`config.mk`:
```
export PLATFORM = sky130hd
export DESIGN_NAME = ex_wb_stage
export DESIGN_NICKNAME = d
export VERILOG_FILES = /design/src/rtl/ex_wb_stage.sv
export SDC_FILE = /design/constraint.sdc
export NUM_CORES = 1
export LEC_CHECK = 0
export CAP_MARGIN = 30
export CORE_MARGIN = 5
export CORE_UTILIZATION = 48
export CTS_CLUSTER_SIZE = 10
export DETAILED_ROUTE_END_ITERATION = 12
export GPL_TIMING_DRIVEN = 0
export HOLD_SLACK_MARGIN = 0.02
export PLACE_DENSITY = 0.93
export SLEW_MARGIN = 20
export SYNTH_ARGS = -nofsm -noshare
export SYNTH_HDL_FRONTEND = slang
export SYNTH_SLANG_ARGS = --single-unit
```
`constraint.sdc`:
```
create_clock -name clock -period 7.4 [get_ports clock]
set_input_delay 1.85 -clock clock [delete_from_list [all_inputs] [get_ports clock]]
set_output_delay 1.85 -clock clock [all_outputs]
set_load 0.1 [all_outputs]
```
`src/rtl/ex_wb_stage.sv`:
```
// Execute-to-writeback stage: registers ALU results, realigns late load data, owns Z/N flags, resolves jumps/branches.
// Optional macro WB_FWD_EN adds fwd_valid/fwd_addr/fwd_data bypass outputs.
module ex_wb_stage #(
  parameter int DATA_W = 32,
  parameter int REG_AW = 6,
  parameter int PC_W   = 32
) (
  input  logic              clock,
  input  logic              reset,
  input  logic              in_valid,
  input  logic [3:0]        in_opcode,
  input  logic [REG_AW-1:0] in_rd,
  input  logic [DATA_W-1:0] in_result,
  input  logic              in_zero,
  input  logic              in_neg,
  input  logic [DATA_W-1:0] in_read_data,
  input  logic [PC_W-1:0]   in_target,
  output logic              stall,
  output logic              wb_en,
  output logic [REG_AW-1:0] wb_addr,
  output logic [DATA_W-1:0] wb_data,
  output logic              flag_z,
  output logic              flag_n,
  output logic              redirect,
  output logic [PC_W-1:0]   redirect_pc
`ifdef WB_FWD_EN
  ,
  output logic              fwd_valid,
  output logic [REG_AW-1:0] fwd_addr,
  output logic [DATA_W-1:0] fwd_data
`endif
);

  localparam logic [3:0] OP_SVPC = 4'b1111;
  localparam logic [3:0] OP_LD   = 4'b1110;
  localparam logic [3:0] OP_ADD  = 4'b0100;
  localparam logic [3:0] OP_INC  = 4'b0101;
  localparam logic [3:0] OP_NEG  = 4'b0110;
  localparam logic [3:0] OP_SUB  = 4'b0111;
  localparam logic [3:0] OP_J    = 4'b1000;
  localparam logic [3:0] OP_BRZ  = 4'b1001;
  localparam logic [3:0] OP_JM   = 4'b1010;
  localparam logic [3:0] OP_BRN  = 4'b1011;

  typedef enum logic [1:0] {IDLE, RUN, WAIT} state_t;

  state_t            state, state_nx;
  logic              capture;
  logic              is_alu;
  logic [3:0]        cap_op;
  logic [REG_AW-1:0] cap_rd;

  logic              wb_en_nx, redirect_nx, flag_z_nx, flag_n_nx;
  logic [REG_AW-1:0] wb_addr_nx;
  logic [DATA_W-1:0] wb_data_nx;
  logic [PC_W-1:0]   redirect_pc_nx;

  assign capture = in_valid && (state != WAIT);
  assign is_alu  = (in_opcode == OP_ADD) || (in_opcode == OP_INC) || (in_opcode == OP_NEG) ||
                   (in_opcode == OP_SUB) || (in_opcode == OP_SVPC);
  assign stall   = (state == WAIT);

  always_ff @(posedge clock or posedge reset) begin
    if (reset) begin
      state  <= IDLE;
      cap_op <= '0;
      cap_rd <= '0;
    end else begin
      state <= state_nx;
      if (capture) begin
        cap_op <= in_opcode;
        cap_rd <= in_rd;
      end
    end
  end

  // Flags and branch decisions resolve at capture, so the WAIT state only needs opcode and rd.
  always_comb begin
    state_nx       = state;
    wb_en_nx       = 1'b0;
    wb_addr_nx     = wb_addr;
    wb_data_nx     = wb_data;
    redirect_nx    = 1'b0;
    redirect_pc_nx = redirect_pc;
    flag_z_nx      = flag_z;
    flag_n_nx      = flag_n;
    if (state == WAIT) begin
      state_nx = in_valid ? RUN : IDLE;
      if (cap_op == OP_LD) begin
        wb_en_nx   = 1'b1;
        wb_addr_nx = cap_rd;
        wb_data_nx = in_read_data;
      end else begin
        redirect_nx    = 1'b1;
        redirect_pc_nx = in_read_data[PC_W-1:0];
      end
    end else if (in_valid) begin
      state_nx = RUN;
      if (is_alu) begin
        wb_en_nx   = 1'b1;
        wb_addr_nx = in_rd;
        wb_data_nx = in_result;
        if (in_opcode != OP_SVPC) begin
          flag_z_nx = in_zero;
          flag_n_nx = in_neg;
        end
      end
      case (in_opcode)
        OP_LD, OP_JM: state_nx = WAIT;
        OP_J: begin
          redirect_nx    = 1'b1;
          redirect_pc_nx = in_target;
        end
        OP_BRZ: if (flag_z) begin
          redirect_nx    = 1'b1;
          redirect_pc_nx = in_target;
        end
        OP_BRN: if (flag_n) begin
          redirect_nx    = 1'b1;
          redirect_pc_nx = in_target;
        end
        default: ;
      endcase
    end else begin
      state_nx = IDLE;
    end
  end

  always_ff @(posedge clock or posedge reset) begin
    if (reset) begin
      wb_en       <= 1'b0;
      wb_addr     <= '0;
      wb_data     <= '0;
      redirect    <= 1'b0;
      redirect_pc <= '0;
      flag_z      <= 1'b0;
      flag_n      <= 1'b0;
    end else begin
      wb_en       <= wb_en_nx;
      wb_addr     <= wb_addr_nx;
      wb_data     <= wb_data_nx;
      redirect    <= redirect_nx;
      redirect_pc <= redirect_pc_nx;
      flag_z      <= flag_z_nx;
      flag_n      <= flag_n_nx;
    end
  end

`ifdef WB_FWD_EN
  logic              cap_alu;
  logic [DATA_W-1:0] cap_result;

  always_ff @(posedge clock or posedge reset) begin
    if (reset) begin
      cap_alu    <= 1'b0;
      cap_result <= '0;
    end else begin
      cap_alu <= capture && is_alu;
      if (capture) cap_result <= in_result;
    end
  end

  assign fwd_valid = cap_alu && (state != WAIT);
  assign fwd_addr  = cap_rd;
  assign fwd_data  = cap_result;
`endif

endmodule

```
==> reports/qor.txt, run 1 <==
worst-case clock skew -> 6.41 ps
Die Span X -> 110 um
Fmax achieved -> 217 MHz
ant diodes -> 0
CTS Buf Count -> 9
Routed Wire Length -> 15300 um
Die H -> 110 um
register bit total from synthesis -> 86
Pwr Total -> 2.32 mW
Die Area -> 12200 sq um
Synthesis Warnings -> 0
max cap viols -> 0
slowest cell delay on critical path -> 1180 ps
Hold WC Path Type -> register to register
Cell Count, Final, Fillers Out -> 810
final worst setup slack -> 2800 ps
Clock Path Buffers -> 2
most frequent CP cell -> buf_2
post-synthesis sequential area ratio -> 0.446
clk sink count -> 86
Hold Violations, Final -> 0
Layout area overhead -> 46.8%
Psw -> 1.21 mW
post-CTS sizing -> 0
port bufs -> 184
Vias -> 4456
biggest area consumer among synthesized cells -> dfrtp_1
Internal -> 1.11 mW
startpoint types -> register
post-DR vias/cell -> 5.50
GRT Total Usage -> 0.251
RSZ-0062 raised after global routing -> no
most used cells in the layout excluding fill and tap cells -> clkdlybuf4s50_1 (184), nand2_1 (151), dfrtp_1 (86), mux2_2 (40)
R2R depth -> 5
fin crit period -> 4600 ps
Root Driver -> clkbuf_8
total I/O pin count -> 186
ratio of cells with drive above 1 in the final layout -> 0.143
crit path max-delay cell type -> clkdlybuf4s50_1
Core Util, Final -> 0.724
global-route wire length before repair -> 23600 um
Synth cell types -> 31
critical path depth -> 6
drc violations -> 0
number of global-route vias before repair -> 4675
largest net degree at the start of global routing -> 59
placed insts -> 794
grt ovf -> 0
Setup TNS Final -> 0 ps
Detail Placement HPWL -> 11400 um
switching share of power -> 0.522
most common cell after layout, fill and taps aside -> clkdlybuf4s50_1
setup bufs post-CTS -> 0
hold depth -> 1
pre-CTS WS -> 3200 ps
Avg Cell Area, Syn -> 10.1 sq um
power per cell area -> 328 nW/um^2
initial antenna violation count -> 0
effective utilization at floorplan -> 0.493
Final setup viols -> 0
CP Class -> register to output pin
Synth area leaders -> dfrtp_1 (45%), nand2_1 (12%), mux2_2 (9.3%), o211a_1 (6.6%), nor4b_1 (5.8%)
total core area -> 9770 sq um
initial DRC count -> 210
share of the synthesized area in the top cell type -> 0.446
CP Max Fanout -> 10
Mapped Area -> 4820 sq um
nets@finish -> 783
clock share of power -> 0.155
CTS H-tree lvls -> 3
worst slew pin tran -> 1030 ps
worst skew pair latency -> 350 ps
num rows -> 36
Slew headroom -> 0.309
Leak Pwr -> 2.97 nW
arrival time worst endpoint -> 2750 ps
Setup crit end kind -> output pin
clock-pin slew on the worst setup and hold paths -> 90 ps
Final ANT Viol Nets -> 0
status -> complete, no violations
gpl congestion -> 0.857
hold_buf cts -> 0
Top delay family on crit path -> buffers and inverters
Worst EP required -> 5550 ps
final-report max-slew violation count -> 0
crit-path cells -> nand2b_1 -> buf_6 -> inv_2 -> buf_2 -> buf_2 -> clkdlybuf4s50_1
register share of total power -> 0.284
period utilization -> 0.622
CTS tree -> built
Buf/Inv on CP -> 5
Syn Inst Count -> 476
Max VDD drop -> 0.000181 V
drt wl/cell -> 18.9 um
DRT Pass-1 Iters -> 4
synthesized net count -> 587
Gate power share -> 0.561
==> cells in the mapped netlist (all sizes together) <==
library cell,instances
a31oi,1
o31ai,1
nand3,1
nor4b,32
nand2b,1
nand4b,1
nand3b,32
nor3b,1
clkbuf,21
mux2i,1
nor2,2
inv,3
nand2,151
buf,23
or3,1
o31a,31
mux2,49
a211oi,1
dfrtp,86
o21a,1
nor2b,1
o211a,32
a21oi,1
a21boi,1
o22ai,1
==> through the flow <==
step / hold slack [ps] / cell area (sq um)
global placement: 480 / 6830
CTS: 512 / 7080
finish: 507 / 7080
global route: 525 / 7080
floorplan: 467 / 4820
detailed placement: 491 / 6860
==> logic make-up (layout without fill, tap and decap cells) <==
group / Yosys count / in the layout / share of synthesized area
buf+inv: 47 / 248 / 0.0522
mux: 50 / 50 / 0.124
simple gates: 223 / 223 / 0.240
compound gates: 70 / 70 / 0.138
flops: 86 / 86 / 0.446
==> registers in the layout (all words and copies together), names as in the netlist <==
name and flops:
flag_z 1, state 2, redirect 1, redirect_pc 32
cap_rd 6, wb_en 1, wb_data 32, flag_n 1
wb_addr 6, cap_op 4
==> final timing paths <==
kind / endpoint / slack, ps / start
min reg2reg: cap_op[0] / 510 / cap_op[0]
min in group asynchronous: cap_rd[3] / 1840 / reset
max in group asynchronous: redirect_pc[17] / 4940 / reset
min: cap_op[0] / 510 / cap_op[0]
max: stall / 2800 / state[0]
max reg2reg: wb_data[28] / 5560 / cap_op[0]
==> worst reg2reg max path: stages, from the launching register on <==
cell      delay (ps)
dfrtp_1          380
nand4b_2         330
o22ai_2          310
buf_6            210
buf_8            180
mux2_4           310
==> power by group through the flow <==
stage          Clock [mW]  Sequential (mW)  Combinational, mW
2_1_floorplan           0             1.43              0.187
3_3_place_gp            0            0.658               1.29
3_5_place_dp            0            0.667               1.31
4_1_cts             0.367            0.659               1.31
5_1_grt             0.387            0.674               1.34
6_report            0.360            0.660               1.30
==> metal layers <==
layer / GRT usage / wire length, um / vias to the layer above
li1: - / - / 2075
met1: 0.308 / 6020 / 2194
met2: 0.437 / 7760 / 166
met3: 0.0635 / 1270 / 21
met4: 0.0695 / 260 / 0
met5: 0 / 0 / -
==> cell type report <==
type	count	area, sq um
repair buffers	185	1870
flip-flops and latches	86	2150
multi-input cells	343	2420
inverters	3	13.8
clock inverters	4	53.8
plain buffers	44	240
fillers	734	2700
well taps	133	166
clock buffers	12	165
Power figures use the tool's default switching activity.
==> inputs of run 2 (changes only) <==
--- a/config.mk
+++ b/config.mk
@@ -7,12 +7,12 @@
 export LEC_CHECK = 0
 export CAP_MARGIN = 30
 export CORE_MARGIN = 5
-export CORE_UTILIZATION = 48
+export CORE_UTILIZATION = 45
 export CTS_CLUSTER_SIZE = 10
 export DETAILED_ROUTE_END_ITERATION = 12
 export GPL_TIMING_DRIVEN = 0
 export HOLD_SLACK_MARGIN = 0.02
-export PLACE_DENSITY = 0.93
+export PLACE_DENSITY = 0.88
 export SLEW_MARGIN = 20
 export SYNTH_ARGS = -nofsm -noshare
 export SYNTH_HDL_FRONTEND = slang
==> constraint.sdc (replaced) <==
create_clock -name clock -period 4.3 [get_ports clock]
set_input_delay 1.075 -clock clock [delete_from_list [all_inputs] [get_ports clock]]
set_output_delay 1.075 -clock clock [all_outputs]
set_load 0.1 [all_outputs]
==> reports/qor.txt, run 2 (synthesized netlist as in run 1, its figures left out) <==
M1 WL -> 6540 um
crit-path cells -> nand2b_1 -> buf_6 -> inv_2 -> buf_2 -> buf_2 -> clkdlybuf4s50_1
Vias -> 4411
worst-case clock skew -> 12.9 ps
placed insts -> 797
post-DR vias/cell -> 5.43
initial DRC count -> 253
Met2 Wirelength -> 7790 um
CP Class -> register to output pin
period utilization -> 0.891
startpoint types -> register
hold depth -> 1
area occupied by multi-input gates -> 2420 sq um
DR top layer -> met4
Die H -> 114 um
Final setup viols -> 0
Worst EP required -> 3220 ps
hold_buf cts -> 0
GRT Total Usage -> 0.238
Hold EP -> wb_data[9]
num rows -> 37
fin crit period -> 3830 ps
global-route wire length before repair -> 24500 um
post-CTS sizing -> 0
CTS H-tree lvls -> 3
final-report max-slew violation count -> 0
Final ANT Viol Nets -> 0
port bufs -> 184
max cap viols -> 0
R2R depth -> 5
worst slew pin tran -> 1020 ps
ratio of cells with drive above 1 in the final layout -> 0.141
Largest regs -> redirect_pc: 32 flops, wb_data: 32 flops
Slew headroom -> 0.315
Routed Wire Length -> 15400 um
Root Driver -> clkbuf_8
number of global-route vias before repair -> 4871
most common cell after layout, fill and taps aside -> clkdlybuf4s50_1
Reg area -> 2150 sq um
effective utilization at floorplan -> 0.465
drt wl/cell -> 19.0 um
RSZ-0062 raised after global routing -> no
clk sink count -> 86
setup bufs post-CTS -> 0
worst skew pair latency -> 360 ps
worst reg-to-reg setup slack -> 2420 ps
Leak Pwr -> 2.97 nW
drc violations -> 0
status -> complete, no violations
reg-to-reg startpoint -> cap_op[0]
hold wc startpoint -> wb_data[9]
Die Area -> 12900 sq um
Hold Violations, Final -> 0
initial antenna violation count -> 0
Cell Count, Final, Fillers Out -> 812
largest net degree at the start of global routing -> 46
Die Span X -> 114 um
Clock Path Buffers -> 2
Buf/Inv on CP -> 5
arrival time worst endpoint -> 2750 ps
Detail Placement HPWL -> 11500 um
Core Util, Final -> 0.683
CP Max Fanout -> 10
wire length on met3 -> 847 um
Top delay family on crit path -> buffers and inverters
Hold WC Path Type -> register to register
nets@finish -> 783
grt ovf -> 0
total I/O pin count -> 186
gpl congestion -> 0.826
crit path max-delay cell type -> clkdlybuf4s50_1
most used cells in the layout excluding fill and tap cells -> clkdlybuf4s50_1 (184), nand2_1 (151), dfrtp_1 (86), mux2_2 (40)
ant diodes -> 0
CTS Buf Count -> 9
CTS tree -> built
Fmax achieved -> 261 MHz
clock-pin slew on the worst setup and hold paths -> 90 ps
Setup crit end kind -> output pin
Crit Reg-Reg Endpoint -> wb_data[23]
filler instances -> 826
Layout area overhead -> 47.0%
Pwr Total -> 4.02 mW
most frequent CP cell -> buf_2
Max VDD drop -> 0.000486 V
total core area -> 10400 sq um
slowest cell delay on critical path -> 1170 ps
DRT Pass-1 Iters -> 4
power per cell area -> 567 nW/um^2
-- run 2: changes by cell type in the layout (fill, tap and decap cells not counted) --
| cell | delta |
|---|---|
| clkbuf_8 | -1 |
| bufinv_16 | +1 |
| clkinv_4 | -1 |
| clkbuf_1 | +1 |
| clkinvlp_4 | -1 |
-- run 2: worst max path at each step --
stage                              to      from  depth (start not counted)
final                           stall  state[0]                          6
after global routing            stall  state[0]                          6
after CTS                       stall  state[0]                          6
after detailed placement        stall  state[0]                          6
after global placement    wb_data[13]     reset                          2
after floorplan             cap_op[0]     reset                          1
-- run 2: layout make-up --
cell class / instances / area share
clock buffers: 12 / 0.0219
repair buffers: 185 / 0.264
flip-flops and latches: 86 / 0.304
well taps: 136 / 0.0240
multi-input cells: 343 / 0.341
plain buffers: 44 / 0.0339
inverters: 3 / 0.00194
clock inverters: 3 / 0.00953
-- run 2: routing by layer --
metal  track usage  vias to the layer above
met5             0                        -
met4        0.0809                        0
met3        0.0408                       19
met2         0.422                      138
met1         0.292                     2172
li1              -                     2082
-- run 2: through the flow --
| stage | worst slack [ps] | hold WS [ps] | TNS [ps] | instance area, sq um |
|---|---|---|---|---|
| after detailed placement | 854 | 495 | 0 | 6860 |
| after global routing | 361 | 532 | 0 | 7090 |
| after floorplan | 1000 | 467 | 0 | 4820 |
| final | 471 | 511 | 0 | 7090 |
| after global placement | -395 | 479 | -33380 | 6830 |
| after CTS | 452 | 514 | 0 | 7090 |
-- run 2: power by group --
part | switching, mW | internal, mW
clock | 0.289 | 0.357
sequential | 0.133 | 1.00
combinational | 1.64 | 0.596
==> inputs of run 3 (changes only) <==
--- a/config.mk
+++ b/config.mk
@@ -11,7 +11,7 @@
 export CTS_CLUSTER_SIZE = 10
 export DETAILED_ROUTE_END_ITERATION = 12
 export GPL_TIMING_DRIVEN = 0
-export HOLD_SLACK_MARGIN = 0.02
+export HOLD_SLACK_MARGIN = 0.03
 export PLACE_DENSITY = 0.88
 export SLEW_MARGIN = 20
 export SYNTH_ARGS = -nofsm -noshare
==> results of run 3 <==
Same layout as run 2: the final DEF is identical, and so are final timing and power.
